==> src/rtl/nbit_serializer.sv <==
// MSB-first parallel-to-serial converter with a valid/ready load port.
// Define PARITY_EN to append an even-parity bit to every frame (N+1 bits per frame).
module nbit_serializer #(
  parameter int N = 4
) (
  input  logic         CLK,
  input  logic         RST,
  input  logic [N-1:0] d,
  input  logic         load_valid,
  output logic         load_ready,
  output logic         sout,
  output logic         sout_valid,
  output logic         frame_start,
  output logic         last_bit
);

  localparam int            CW      = $clog2(N);
  localparam logic [CW-1:0] CNT_MAX = CW'(N - 1);

  localparam logic [1:0] IDLE   = 2'd0;
  localparam logic [1:0] SHIFT  = 2'd1;
`ifdef PARITY_EN
  localparam logic [1:0] PARITY = 2'd2;
`endif

  logic [1:0]    state;
  logic [N-1:0]  shreg;
  logic [CW-1:0] cnt;
  logic          at_last;
  logic          xfer;
`ifdef PARITY_EN
  logic          par;
`endif

  assign at_last = (cnt == '0);
  assign xfer    = load_valid & load_ready;

  // Outputs depend only on state, so load_ready never loops back through load_valid.
  always_comb begin
    load_ready  = 1'b0;
    sout        = 1'b0;
    sout_valid  = 1'b0;
    frame_start = 1'b0;
    last_bit    = 1'b0;
    case (state)
      IDLE: load_ready = 1'b1;
      SHIFT: begin
        sout        = shreg[N-1];
        sout_valid  = 1'b1;
        frame_start = (cnt == CNT_MAX);
`ifndef PARITY_EN
        last_bit    = at_last;
        load_ready  = at_last;
`endif
      end
`ifdef PARITY_EN
      PARITY: begin
        sout       = par;
        sout_valid = 1'b1;
        last_bit   = 1'b1;
        load_ready = 1'b1;
      end
`endif
      default: ;
    endcase
  end

  always_ff @(posedge CLK) begin
    if (RST) begin
      state <= IDLE;
      shreg <= '0;
      cnt   <= '0;
`ifdef PARITY_EN
      par   <= 1'b0;
`endif
    end else if (xfer) begin
      shreg <= d;
      cnt   <= CNT_MAX;
      state <= SHIFT;
`ifdef PARITY_EN
      par   <= ^d;
`endif
    end else begin
      case (state)
        SHIFT: begin
          shreg <= {shreg[N-2:0], 1'b0};
          if (!at_last) cnt <= cnt - 1'b1;
`ifdef PARITY_EN
          else          state <= PARITY;
`else
          else          state <= IDLE;
`endif
        end
        default: state <= IDLE;
      endcase
    end
  end

endmodule

==> config.mk <==
export PLATFORM = sky130hd
export DESIGN_NAME = nbit_serializer
export DESIGN_NICKNAME = d
export VERILOG_FILES = /design/src/rtl/nbit_serializer.sv
export SDC_FILE = /design/constraint.sdc
export NUM_CORES = 1
export LEC_CHECK = 0
export BUFFER_PORTS_ARGS = -buffer_cell sky130_fd_sc_hd__buf_2
export CAP_MARGIN = 0
export CELL_PAD_IN_SITES_DETAIL_PLACEMENT = 0
export CELL_PAD_IN_SITES_GLOBAL_PLACEMENT = 1
export CORE_AREA = 2 2 39 41
export DETAILED_ROUTE_END_ITERATION = 6
export DIE_AREA = 0 0 41 43
export PLACE_DENSITY = 0.67
export SYNTH_ARGS = -nofsm -noshare
export SYNTH_HDL_FRONTEND = slang
export SYNTH_SLANG_ARGS = --single-unit
export TNS_END_PERCENT = 5
==> constraint.sdc <==
create_clock -name CLK -period 1.57 [get_ports CLK]
set_clock_uncertainty 0.15 [all_clocks]
set_input_delay 0.0785 -clock CLK [delete_from_list [all_inputs] [get_ports CLK]]
set_output_delay 0.0785 -clock CLK [all_outputs]
set_load 0.01 [all_outputs]
## After elaboration in Yosys (flattened, before gate mapping)

Index checks and enable logic that the tools add are counted.

| cells by class | value |
|---|---|
| muxes and demuxes | 13 |
| eq/ne operators | 3 |
| reductions and logical operators | 4 |
| $add $sub $neg | 1 |
| bitwise logic cells | 1 |

Operators by type and width:

| cell | number |
|---|---|
| $mux 4 | 2 |
| $mux 1 | 7 |
| $mux 2 | 3 |
| $logic_not 2->1 | 2 |
| $ne 3x3->1 const B | 1 |
| $eq 2x2->1 const B | 1 |
| $ne 2x1->1 const B | 1 |
| $pmux 1 s2 | 1 |
| $reduce_and 2->1 | 1 |
| $reduce_bool 2->1 | 1 |
| $sub 2x1->2 const B | 1 |
| $and 1x1->1 | 1 |

| storage, ports and cells | value |
|---|---|
| bits in registers | 7 |
| output and inout port bits | 5 |
| logic and storage cells | 25 |
| bits of input ports | 7 |

## Longest topological paths before layout

| depth | value |
|---|---|
| word-level depth | 5 |
| mapped depth | 7 |
| mapped depth without buffers | 6 |

## Worst setup path before layout

No wires, ideal clock.

| path | value |
|---|---|
| path kind | register to register |
| from | reg cnt[0] |
| to | reg shreg[1] |
| required time | 1.297 ns |
| cell stages (with the launch flop) | 8 |
| slack | 0.121 ns |
| period minus slack after synthesis | 1.449 ns |
| library setup time | 0.123 ns |
| data arrival time | 1.176 ns |
| path buffers | 1 |
| cells stage by stage | dfxtp_1 -> inv_1 -> ha_1 -> nor2b_4 -> buf_6 -> inv_4 -> a211oi_1 -> nor4_1 |

| on the way | value |
|---|---|
| cells in the longest elaborated chain, start to end | 4 |
| elaborated cells on any way between the ends | 5 |
| classes of those cells | mux: 2; bitwise: 1; reduce/logical: 2 |

Ends and longest elaborated chain:

| item | line | RTL |
|---|---|---|
| from (decl) | 28 | `logic [CW-1:0] cnt;` |
| from (signal assigned) | 87 | `if (!at_last) cnt <= cnt - 1'b1;` |
| $logic_not 2->1 * | 35 | `assign at_last = (cnt == '0);` |
| $pmux 1 s2 * | 45 | `case (state)` |
| via load_ready | 10 | `output logic load_ready,` |
| $and 1x1->1 * | 36 | `assign xfer = load_valid & load_ready;` |
| $mux 4 / $reduce_bool 2->1 (equally long branches) | - |  |
| to (signal assigned) | 86 | `shreg <= {shreg[N-2:0], 1'b0};` |
| to (decl) | 27 | `logic [N-1:0] shreg;` |

Mark *: on every way through the listed nets, which the timed path passes. The rest lies on a longest branch.
A chain may end at the register's enable or synchronous reset.

## Worst setup path in the final report

| path | value |
|---|---|
| from | reg cnt[0] |
| to | reg shreg[3] |

| on the way | value |
|---|---|
| cells in the longest elaborated chain, start to end | 4 |
| elaborated cells on any way between the ends | 5 |
| classes of those cells | mux: 2; bitwise: 1; reduce/logical: 2 |

Ends and longest elaborated chain:

| item | line |
|---|---|
| $logic_not 2->1 * | 35 |
| $pmux 1 s2 * | 45 |
| $and 1x1->1 * | 36 |
| $mux 4 / $reduce_bool 2->1 (equally long branches) | - |

Mark *: on every way between the ends. The rest lies on a longest branch, timed or not.

==> summary.md <==
| Metric | Value |
|---|---|
| Layout Cells excl Fill | `73` |
| Main area contributors after synthesis | `dfxtp_1 39%, a211oi_1 11%, ha_1 7.0%, nor3_1 7.0%, nor3b_1 6.3%` |
| WP buf/inv | `2` |
| WP data required | `1.56 ns` |
| Initial antenna violation count | `0` |
| First-iteration detailed-routing DRC count | `5` |
| Layout Utilization | `36.0%` |
| DRT antenna net count | `0` |
| DRT Wirelength | `839 microns` |
| CTS tree | `built` |
| Yosys reg bits | `7` |
| CP Max Fanout | `5` |
| Net count, final | `67` |
| Slew Limit Fails | `0` |
| Gp weighted congestion | `0.709` |
| DRT Pass-1 Iters | `2` |
| Die Y | `43 microns` |
| Clock slew at reported path FFs | `0.06 ns` |
| FP Rows | `14` |
| Crit path kind | `flip-flop to flip-flop` |
| Flop pwr share | `43.6%` |
| # IOs | `12` |
| Core ar. | `1380 sq um` |
| DR vias/cell | `4.82` |
| Gr usage total | `10.7%` |
| Most used DFF post-synth | `dfxtp_1` |
| Final worst path period share | `93.0%` |
| Area grow syn2layout | `40.1%` |
| Worst setup SP type | `flip-flop` |
| Cells after synthesis | `39` |
| Syn Area/Cell | `9.11 sq um` |
| Fmax | `0.685 GHz` |
| Max-cap violation count | `0` |
| Slowest cell on the critical path | `dfxtp_2` |
| Headroom to the max-slew limit | `78.6%` |
| Final setup vio count | `0` |
| Top-area cell type share of the netlist area | `39.4%` |
| Largest net degree at the start of global routing | `15` |
| Synthesized area | `355 sq um` |
| Post-DP Area | `429 sq um` |
| Count leader, synth | `dfxtp_1` |
| Final Hold Viols | `0` |
| First-pass GRT wire length | `1240 microns` |
| Highest metal used | `met3` |
| Period minus WS final | `1.46 ns` |
| Final WS setup | `0.110 ns` |
| Mean routed wirelength per cell | `11.5 microns` |
| Hpwl dp | `572 microns` |
| Initial Util | `25.7%` |
| Syn. warnings | `0` |
| M1 WL | `383 microns` |
| Worst Setup End Kind | `flip-flop` |
| Post-synthesis sequential area ratio | `39.4%` |
| Routed wl met2 | `404 microns` |
| Met3 routed WL | `51 microns` |
| P_int | `342 uW` |
| Via count | `352` |
| Final instance area | `498 sq um` |
| Crit path largest cell delay | `0.35 ns` |
| Number of fill cells | `152` |
| IO buf count | `11` |
| Die ar. | `1760 sq um` |
| Switching pwr | `130 uW` |
| Clk root buf | `clkbuf_4` |
| Clk pwr share | `35.0%` |
| Delay-heaviest family, CP | `flip-flops` |
| TritonCTS Sinks | `7` |
| Post-synth top cells | `7 x dfxtp_1, 5 x a211oi_1, 5 x nor3_1` |
| DRC | `0` |
| Die W | `41 microns` |
| H-tree Lvls | `1` |
| TNS Setup | `0 ns` |
| Number of diodes | `0` |
| Distinct cells, synth | `14` |
| Status | `complete, no violations` |
| CTS buffer count | `3` |
| Lkg Pwr | `0.000214 uW` |
| Worst-Margin Slew | `0.320 ns` |
| Dpl cells | `66` |
| Pre-CTS setup slack | `0.0243 ns` |
| Share of layout cells above drive strength 1 | `42.1%` |
| EDFF count, synth | `0` |
| Crit-path cells | `inv_1 -> ha_2 -> nor2b_4 -> inv_4 -> a211oi_1 -> nor4_1` |
| Net Sw Frac | `27.5%` |
| Worst-skew pair later-pin latency | `0.25 ns` |
| Clock Path Buffers | `2` |
| Syn Nets | `48` |
| Hold Crit Class | `input pin to flip-flop` |
| GRT overflow | `0` |
| Synth async-reset ratio | `0%` |
| Leading area contributor after synthesis | `dfxtp_1` |
| Worst vdd ir | `390 uV` |
| Logic pwr share | `21.4%` |
| Vias in the first global route | `313` |
| Crit path DAT | `1.44 ns` |
| PwrDens | `948 nW/um^2` |
| RSZ-0062 raised after global routing | `false` |
state kept, by name, summed over array words and instances (netlist names):
signal and flops:
cnt 2, state 1, shreg 4
routing by layer:
| metal | up-vias | GRT usage [%] |
|---|---|---|
| li1 | 180 | - |
| met1 | 163 | 11.9 |
| met2 | 9 | 16.3 |
| met3 | 0 | 6.28 |
| met4 | 0 | 4.00 |
| met5 | - | 0 |
worst reg2reg max path, delay by kind of cell (launching register included):
kind                       cells  cell delay (ns)
AOI/OAI and AO/OA              1             0.27
adders and majority gates      1             0.19
buffers and inverters          2             0.12
DFF                            1             0.35
and+or+nand+nor                2             0.28
cells by family after synthesis:
| family | count (synthesis) | synth area share (%) |
|---|---|---|
| adders and majority gates | 2 | 7.04 |
| and+or+nand+nor | 19 | 32.0 |
| AOI/OAI and AO/OA | 6 | 13.0 |
| DFF | 7 | 39.4 |
| buffers and inverters | 5 | 8.45 |
power groups by stage:
stage | Clock, uW | Sequential, uW | Combinational [uW]
2_1_floorplan | 0 | 208 | 59.3
3_3_place_gp | 0 | 207 | 88.8
3_5_place_dp | 0 | 207 | 89.6
4_1_cts | 177 | 204 | 93.6
5_1_grt | 192 | 208 | 111
6_report | 165 | 206 | 101
cell usage in the layout, fill, tap and decap left out, drive strengths merged:
master       count
buf             14
clkbuf           4
dfxtp            7
and2             3
nor3             5
nor2b            1
ha               2
nor4             3
a32oi            1
nor2             4
inv              3
dlygate4sd3      2
a211oi           5
nor3b            3
repair_timing:
item                                    in CTS  in global routing
endpoints found under the hold margin        7                  0
hold buffers                                 2                  0
endpoints found under the setup margin       0                  6
setup buffers                                0                  1
gates resized for setup                      0                  5
final timing paths:
| path | start | slack, ns | to | depth (start not counted) |
|---|---|---|---|---|
| setup reg to reg | cnt[0] | 0.11 | shreg[3] | 6 |
| setup / recovery | cnt[0] | 0.11 | shreg[3] | 6 |
| hold / removal | d[3] | 0.05 | shreg[3] | 3 |
| hold reg to reg | cnt[0] | 0.31 | cnt[0] | 1 |
cell type report:
cell class	instances	area (sq um)	share of cell area [%]
multi-input cells	27	198	39.7
flip-flops and latches	7	143	28.6
repair buffers	16	97.6	19.6
clock buffers	4	26.3	5.28
well taps	16	20.0	4.02
inverters	3	13.8	2.76
per-stage QoR:
step | hold WS, ns | power [uW]
2_1_floorplan | 0.000883 | 267
3_3_place_gp | 0.205 | 296
3_5_place_dp | 0.212 | 297
4_1_cts | 0.0533 | 474
5_1_grt | 0.0718 | 511
6_report | 0.0514 | 472
Note: power is estimated with default switching activity, not from simulation.
